## src/rtl/cp0_unit_if.sv

```systemverilog
// cp0_unit_if: pipeline-to-CP0 bus for the M stage.
// Carries the mfc0 read port, the mtc0 write port, the exception/eret
// status of the retiring instruction, the hardware interrupt lines and
// the trap request / EPC going back to the PC logic.
//
// Handshake semantics: there is no valid/ready pair on this bus. wr_en
// and eret are single-cycle strobes qualified by the rising clock edge,
// exc_code != 0 is the exception strobe, and int_req is a same-cycle
// acknowledge that the pipeline must honour (flush + redirect) in the
// cycle it is high. CP0 never stalls the pipeline.
interface cp0_unit_if #(
    parameter int NUM_IRQ = 6
);
    logic [4:0]         rd_addr;
    logic [31:0]        rd_data;
    logic [4:0]         wr_addr;
    logic [31:0]        wr_data;
    logic               wr_en;
    logic [31:0]        exc_pc;
    logic               exc_bd;
    logic [4:0]         exc_code;
    logic [31:0]        exc_badvaddr;
    logic [NUM_IRQ-1:0] hw_int;
    logic               eret;
    logic               int_req;
    logic [31:0]        epc;

    // Pipeline side: drives requests, consumes read data and the trap.
    modport master (
        output rd_addr, wr_addr, wr_data, wr_en,
        output exc_pc, exc_bd, exc_code, exc_badvaddr, hw_int, eret,
        input  rd_data, int_req, epc
    );

    // CP0 side.
    modport slave (
        input  rd_addr, wr_addr, wr_data, wr_en,
        input  exc_pc, exc_bd, exc_code, exc_badvaddr, hw_int, eret,
        output rd_data, int_req, epc
    );
endinterface

```

## src/rtl/cp0_unit.sv

```systemverilog
// cp0_unit: system-control coprocessor beside the M stage.
// Holds SR, Cause, EPC, PRId, BadVAddr and, when the CP0_TIMER_EN macro
// is defined, the Count/Compare timer whose pending bit shows as Cause.TI
// and is OR'd into IP[TIMER_IRQ]. Without the macro registers 9 and 11
// read 0 and ignore writes.
// int_req is combinational: interrupts beat exceptions, and both are
// masked while SR.EXL is set. Trap updates win over a same-cycle mtc0.
module cp0_unit #(
    parameter int          NUM_IRQ   = 6,
    parameter logic [31:0] PRID_VAL  = 32'h2437_1277,
    parameter int          TIMER_IRQ = NUM_IRQ - 1
) (
    input  logic      clk,
    input  logic      reset,
    cp0_unit_if.slave bus
);
    localparam logic [4:0] REG_BADVADDR = 5'd8;
    localparam logic [4:0] REG_COUNT    = 5'd9;
    localparam logic [4:0] REG_COMPARE  = 5'd11;
    localparam logic [4:0] REG_SR       = 5'd12;
    localparam logic [4:0] REG_CAUSE    = 5'd13;
    localparam logic [4:0] REG_EPC      = 5'd14;
    localparam logic [4:0] REG_PRID     = 5'd15;

    // SR bit positions used by the trap logic.
    localparam int SR_IE  = 0;
    localparam int SR_EXL = 1;

    logic [31:0]        sr_q;
    logic [31:0]        epc_q;
    logic [31:0]        badvaddr_q;
    logic               cause_bd_q;
    logic [4:0]         cause_code_q;
    logic [NUM_IRQ-1:0] cause_ip_q;
    logic               ti_q;

    logic [NUM_IRQ-1:0] ip_next;
    logic               irq;
    logic               exc;
    logic               trap;
    logic               wr_ok;
    logic [31:0]        cause_rd;

`ifdef CP0_TIMER_EN
    logic [31:0]        count_q;
    logic [31:0]        compare_q;
    logic               timer_match;
`endif

    // Live interrupt lines plus the timer pending bit.
    always_comb begin
        ip_next = bus.hw_int;
`ifdef CP0_TIMER_EN
        ip_next[TIMER_IRQ] = bus.hw_int[TIMER_IRQ] | ti_q;
`endif
    end

    // Trap arbitration; EXL masks both sources so eret never meets a trap.
    always_comb begin
        irq   = sr_q[SR_IE] & ~sr_q[SR_EXL] & (|(sr_q[10 +: NUM_IRQ] & ip_next));
        exc   = ~sr_q[SR_EXL] & (bus.exc_code != 5'd0);
        trap  = irq | exc;
        wr_ok = bus.wr_en & ~trap;
    end

    assign bus.int_req = trap;
    assign bus.epc     = epc_q;

    // SR: trap sets EXL; otherwise mtc0 stores, then eret clears EXL.
    always_ff @(posedge clk) begin
        if (reset) begin
            sr_q <= 32'd0;
        end else if (trap) begin
            sr_q[SR_EXL] <= 1'b1;
        end else if (wr_ok && bus.wr_addr == REG_SR) begin
            sr_q         <= bus.wr_data;
            sr_q[SR_EXL] <= bus.wr_data[SR_EXL] & ~bus.eret;
        end else if (bus.eret) begin
            sr_q[SR_EXL] <= 1'b0;
        end
    end

    // Cause: IP is re-sampled every cycle; BD/ExcCode only change on a trap.
    always_ff @(posedge clk) begin
        if (reset) begin
            cause_ip_q   <= '0;
            cause_bd_q   <= 1'b0;
            cause_code_q <= 5'd0;
        end else begin
            cause_ip_q <= ip_next;
            if (trap) begin
                cause_bd_q   <= bus.exc_bd;
                cause_code_q <= irq ? 5'd0 : bus.exc_code;
            end
        end
    end

    // EPC: restart address of the trapping instruction, or an mtc0 value.
    always_ff @(posedge clk) begin
        if (reset) begin
            epc_q <= 32'd0;
        end else if (trap) begin
            epc_q <= bus.exc_bd ? (bus.exc_pc - 32'd4) : bus.exc_pc;
        end else if (wr_ok && bus.wr_addr == REG_EPC) begin
            epc_q <= bus.wr_data;
        end
    end

    // BadVAddr: captured only by an address-error exception that wins.
    always_ff @(posedge clk) begin
        if (reset) begin
            badvaddr_q <= 32'd0;
        end else if (trap && !irq &&
                     (bus.exc_code == 5'd4 || bus.exc_code == 5'd5)) begin
            badvaddr_q <= bus.exc_badvaddr;
        end
    end

`ifdef CP0_TIMER_EN
    assign timer_match = (count_q == compare_q) && (compare_q != 32'd0);

    // Count: free-running, an mtc0 load replaces that cycle's increment.
    always_ff @(posedge clk) begin
        if (reset) begin
            count_q <= 32'd0;
        end else if (wr_ok && bus.wr_addr == REG_COUNT) begin
            count_q <= bus.wr_data;
        end else begin
            count_q <= count_q + 32'd1;
        end
    end

    // Compare and the sticky timer pending bit; a Compare write clears it.
    always_ff @(posedge clk) begin
        if (reset) begin
            compare_q <= 32'd0;
            ti_q      <= 1'b0;
        end else if (wr_ok && bus.wr_addr == REG_COMPARE) begin
            compare_q <= bus.wr_data;
            ti_q      <= 1'b0;
        end else if (timer_match) begin
            ti_q <= 1'b1;
        end
    end
`else
    assign ti_q = 1'b0;
`endif

    // Cause register as seen by mfc0.
    always_comb begin
        cause_rd               = 32'd0;
        cause_rd[31]           = cause_bd_q;
        cause_rd[30]           = ti_q;
        cause_rd[10 +: NUM_IRQ] = cause_ip_q;
        cause_rd[6:2]          = cause_code_q;
    end

    // mfc0 read mux: pre-edge contents, no write bypass.
    always_comb begin
        bus.rd_data = 32'd0;
        case (bus.rd_addr)
            REG_BADVADDR: bus.rd_data = badvaddr_q;
`ifdef CP0_TIMER_EN
            REG_COUNT:    bus.rd_data = count_q;
            REG_COMPARE:  bus.rd_data = compare_q;
`endif
            REG_SR:       bus.rd_data = sr_q;
            REG_CAUSE:    bus.rd_data = cause_rd;
            REG_EPC:      bus.rd_data = epc_q;
            REG_PRID:     bus.rd_data = PRID_VAL;
            default:      bus.rd_data = 32'd0;
        endcase
    end
endmodule
```

## src/flat_wrapper.sv

```systemverilog
// flat-port wrapper written by rule: the top's interface ports become plain ports
module cp0_unit_flat 
#(
    parameter int          NUM_IRQ   = 6,
    parameter logic [31:0] PRID_VAL  = 32'h2437_1277,
    parameter int          TIMER_IRQ = NUM_IRQ - 1
)
  (clk, reset, bus_rd_addr, bus_wr_addr, bus_wr_data, bus_wr_en, bus_exc_pc, bus_exc_bd, bus_exc_code, bus_exc_badvaddr, bus_hw_int, bus_eret, bus_rd_data, bus_int_req, bus_epc);
  cp0_unit_if #(.NUM_IRQ(NUM_IRQ)) bus_i ();
  input  logic clk;
  input  logic reset;
  input wire logic [$bits(bus_i.rd_addr)-1:0] bus_rd_addr;
  input wire logic [$bits(bus_i.wr_addr)-1:0] bus_wr_addr;
  input wire logic [$bits(bus_i.wr_data)-1:0] bus_wr_data;
  input wire logic [$bits(bus_i.wr_en)-1:0] bus_wr_en;
  input wire logic [$bits(bus_i.exc_pc)-1:0] bus_exc_pc;
  input wire logic [$bits(bus_i.exc_bd)-1:0] bus_exc_bd;
  input wire logic [$bits(bus_i.exc_code)-1:0] bus_exc_code;
  input wire logic [$bits(bus_i.exc_badvaddr)-1:0] bus_exc_badvaddr;
  input wire logic [$bits(bus_i.hw_int)-1:0] bus_hw_int;
  input wire logic [$bits(bus_i.eret)-1:0] bus_eret;
  output wire logic [$bits(bus_i.rd_data)-1:0] bus_rd_data;
  output wire logic [$bits(bus_i.int_req)-1:0] bus_int_req;
  output wire logic [$bits(bus_i.epc)-1:0] bus_epc;
  assign bus_i.rd_addr = bus_rd_addr;
  assign bus_i.wr_addr = bus_wr_addr;
  assign bus_i.wr_data = bus_wr_data;
  assign bus_i.wr_en = bus_wr_en;
  assign bus_i.exc_pc = bus_exc_pc;
  assign bus_i.exc_bd = bus_exc_bd;
  assign bus_i.exc_code = bus_exc_code;
  assign bus_i.exc_badvaddr = bus_exc_badvaddr;
  assign bus_i.hw_int = bus_hw_int;
  assign bus_i.eret = bus_eret;
  assign bus_rd_data = bus_i.rd_data;
  assign bus_int_req = bus_i.int_req;
  assign bus_epc = bus_i.epc;
  cp0_unit #(.NUM_IRQ(NUM_IRQ), .PRID_VAL(PRID_VAL), .TIMER_IRQ(TIMER_IRQ)) u_core (.clk(clk), .reset(reset), .bus(bus_i));
endmodule
```

## config.mk

```make
export PLATFORM = sky130hd
export DESIGN_NAME = cp0_unit_flat
export DESIGN_NICKNAME = d
export VERILOG_FILES = /design/src/rtl/cp0_unit_if.sv /design/src/rtl/cp0_unit.sv /design/src/flat_wrapper.sv
export SDC_FILE = /design/constraint.sdc
export NUM_CORES = 1
export LEC_CHECK = 0
export ABC_AREA = 0
export CORE_ASPECT_RATIO = 1.5
export CORE_MARGIN = 2
export CORE_UTILIZATION = 51
export DETAILED_ROUTE_END_ITERATION = 8
export GPL_TIMING_DRIVEN = 0
export HOLD_SLACK_MARGIN = 0.03
export PLACE_DENSITY = 0.95
export SYNTH_ARGS = -nofsm -noshare
export SYNTH_HDL_FRONTEND = slang
export SYNTH_SLANG_ARGS = --single-unit
export TNS_END_PERCENT = 20
```

## constraint.sdc

```tcl
create_clock -name clk -period 5.3 [get_ports clk]
set_clock_uncertainty 0.1 [all_clocks]
set_input_delay 0.53 -clock clk [delete_from_list [all_inputs] [get_ports clk]]
set_output_delay 0.53 -clock clk [all_outputs]
set_load 0.02 [all_outputs]
```

==> out/metrics.cfg <==
[outcome]
status = completed

[sta]
fin_hold_ws_ns = 0.3619
period_share_pct = 78.97
setup_viol = 0
rsz0062_at_grt = false
tightest_slew_ns = 1.106
drv_slew = 0
maxSlewHeadroom_pct = 25.62
clock.fmax_mhz = 238.9
hold_violations = 0
setup_ws_ns = 1.114
fin_crit_ns = 4.186
fin_tns_setup_ns = 0

[drt]
drt_iter0_markers = 785
wl_per_cell_um = 20.41
firstDrtPassIters = 7
route.antenna.remaining_nets = 0
drt-total-wl_mm = 22.35
post-route-drc-count = 0
viasPerCell = 6.333
route.vias.total = 6935

[layout]
drive_gt1_share_pct = 3.915
nNetsFinal = 1064
final_common_cell = clkdlybuf4s50_1
post-route-util_pct = 72.59
num_antenna_cells = 0
final_cell_mix = clkdlybuf4s50_1 (186), nand2_1 (169), dfxtp_1 (108), mux2i_1 (76), clkbuf_1 (59)
area_delta_synth_final_pct = 38.57

[min_path]
holdPathEnd = u_core.sr_q[22]$_SDFFE_PP0P_
min_from = u_core.sr_q[22]$_SDFFE_PP0P_
hold_depth = 2
worst_hold_path_type = reg -> reg

[placed_design]
place_congestion = 1.009
port_buffers = 186
dp_worst_setup_slack_ns = 1.206
dp_hpwl_mm = 17.37

[global_routing]
grt_antenna_before_repair = 0
grt_usage_pct = 34.10
grt_max_degree = 17
grt_pass1_vias = 6512
grt_overflow = 0
grt_pass1_wl_mm = 33.67

[worst_setup_path]
crit_fanout = 10
crit_required_ns = 4.67
cp_num_buf_inv = 4
path_cells = clkdlybuf4s50_1 > a22o_1 > o311a_1 > nor2_1 > clkinv_1 > clkbuf_1 > clkdlybuf4s50_1
r2r_slack_ns = 2.35
endpoint_kind = primary output
timing.rr.start = u_core.sr_q[10]$_SDFFE_PP0P_
max_stage_delay_ns = 0.60
critPathMostFrequentCell = clkdlybuf4s50_1
critical_path_class = in -> out
arrival_ns = 3.56
r2r_end = u_core.badvaddr_q[31]$_SDFFE_PP0P_
rr_worst_depth = 6
crit_family = buffers and inverters
cp-start-kind = input pin
critPathSlowestCell = clkdlybuf4s50_1

[floorplanning]
die_h_um = 137.6
num_rows = 48
ios = 187
start_util_pct = 52.39
coreArea_mm2 = 0.01159
dieArea_mm2 = 0.01281
dieWidth_um = 93.09

[clock_network]
htreeDepth = 3
clockBufferDepth = 2
cts_tree = built
holdBufCountCts = 0
post_cts_resize_count = 0
postCtsSetupRepairBufs = 0
cts_root_buffer = clkbuf_16
numCtsBuffers = 9
cts.sinks = 108
insertion_delay_ns = 0.35
cts.clk_slew.worst_paths_ns = 0.07

[logic_synthesis]
ys.flop_type = dfxtp_1
ys_seq_elements = 108
synth.distinct_cells = 52
syn_avg_cell_area_um2 = 8.161
ys_async_sr_fraction_pct = 0
synth-edff-count = 0
yosysWarnings = 0
synth-seq-area-share_pct = 35.61
syn_inst = 744
syn_nets = 867
synth.cell_area_mm2 = 0.006072

[power_and_ir_drop]
vdd_drop_max_v = 0.0001429
power_density_mw_per_mm2 = 232.7
power_leakage_nw = 3.086
p_total_mw = 1.958

[job]
maxCapViolCount = 0

[per-stage QoR]
step | cells | instance area, µm²
CTS | 1095 | 8414
detailed placement | 1080 | 8122
floorplan | 744 | 6072
global placement | 1080 | 8122
finish | 1095 | 8414
global route | 1095 | 8414
[sequential cells by signal, indices dropped and copies added (netlist names)]
signal and cells:
u_core.badvaddr_q 32, u_core.sr_q 32, u_core.cause_code_q 5, u_core.cause_ip_q 6
u_core.bus.epc 32, u_core.cause_bd_q 1
[tightest hold or removal path: stages (launching register included)]
cell and delay (ns):
dfxtp_1 0.31, nand2_1 0.05, mux2i_1 0.05
[Yosys cell counts, drive strengths merged, types with 13 or more instances]
cell	number	area [µm²]
inv	34	127.6
dfxtp	108	2162
o41ai	17	148.9
nand3	14	70.07
a222oi	17	170.2
and4	20	175.2
or4	16	123.9
clkbuf	58	217.7
nand2	169	634.4
nor4	14	87.58
mux2i	76	760.7
a21oi	13	65.06
a31oi	32	200.2
a211oi	22	165.2
[cell type report]
type                            count  area (µm²)
Tap cell                          150       187.7
Inverter                           36       135.1
Multi-Input combinational cell    533        3513
Clock buffer                       11       242.7
Fill cell                         815        3177
Timing Repair Buffer              186        1862
Sequential cell                   108        2162
Buffer                             67       261.5
Clock inverter                      4       50.05
[metal layers]
layer	global-route usage [%]	wire, µm
met5	0	0
met4	21.41	1440
met3	4.486	2038
met2	58.90	10850
met1	39.66	8015
[cell families (layout without fill, tap and decap cells)]
family | count (synthesis) | count (layout) | synth area share, %
and+or+nand+nor | 296 | 296 | 24.85
muxes | 76 | 76 | 12.53
DFF | 108 | 108 | 35.61
xor gates and xnor gates | 6 | 6 | 0.8656
AOI/OAI and AO/OA | 154 | 154 | 19.41
buffers and inverters | 103 | 304 | 6.532
adders and majority gates | 1 | 1 | 0.2060
[power by group]
group / internal (mW) / switching, mW / total [mW]
Sequential: 0.846 / 0.0371 / 0.883
Combinational: 0.191 / 0.205 / 0.396
Clock: 0.376 / 0.302 / 0.679
[worst max path at each step]
stage | slack, ns | from | end | depth (start not counted)
floorplan | 2.70 | bus_hw_int[0] | bus_int_req | 5
CTS | 1.16 | bus_hw_int[0] | bus_int_req | 7
detailed placement | 1.21 | bus_hw_int[1] | bus_int_req | 7
global route | 1.04 | bus_hw_int[0] | bus_int_req | 7
global placement | 1.20 | bus_hw_int[1] | bus_int_req | 7
finish | 1.11 | bus_hw_int[0] | bus_int_req | 7
Note: power is estimated with default switching activity, not from simulation.
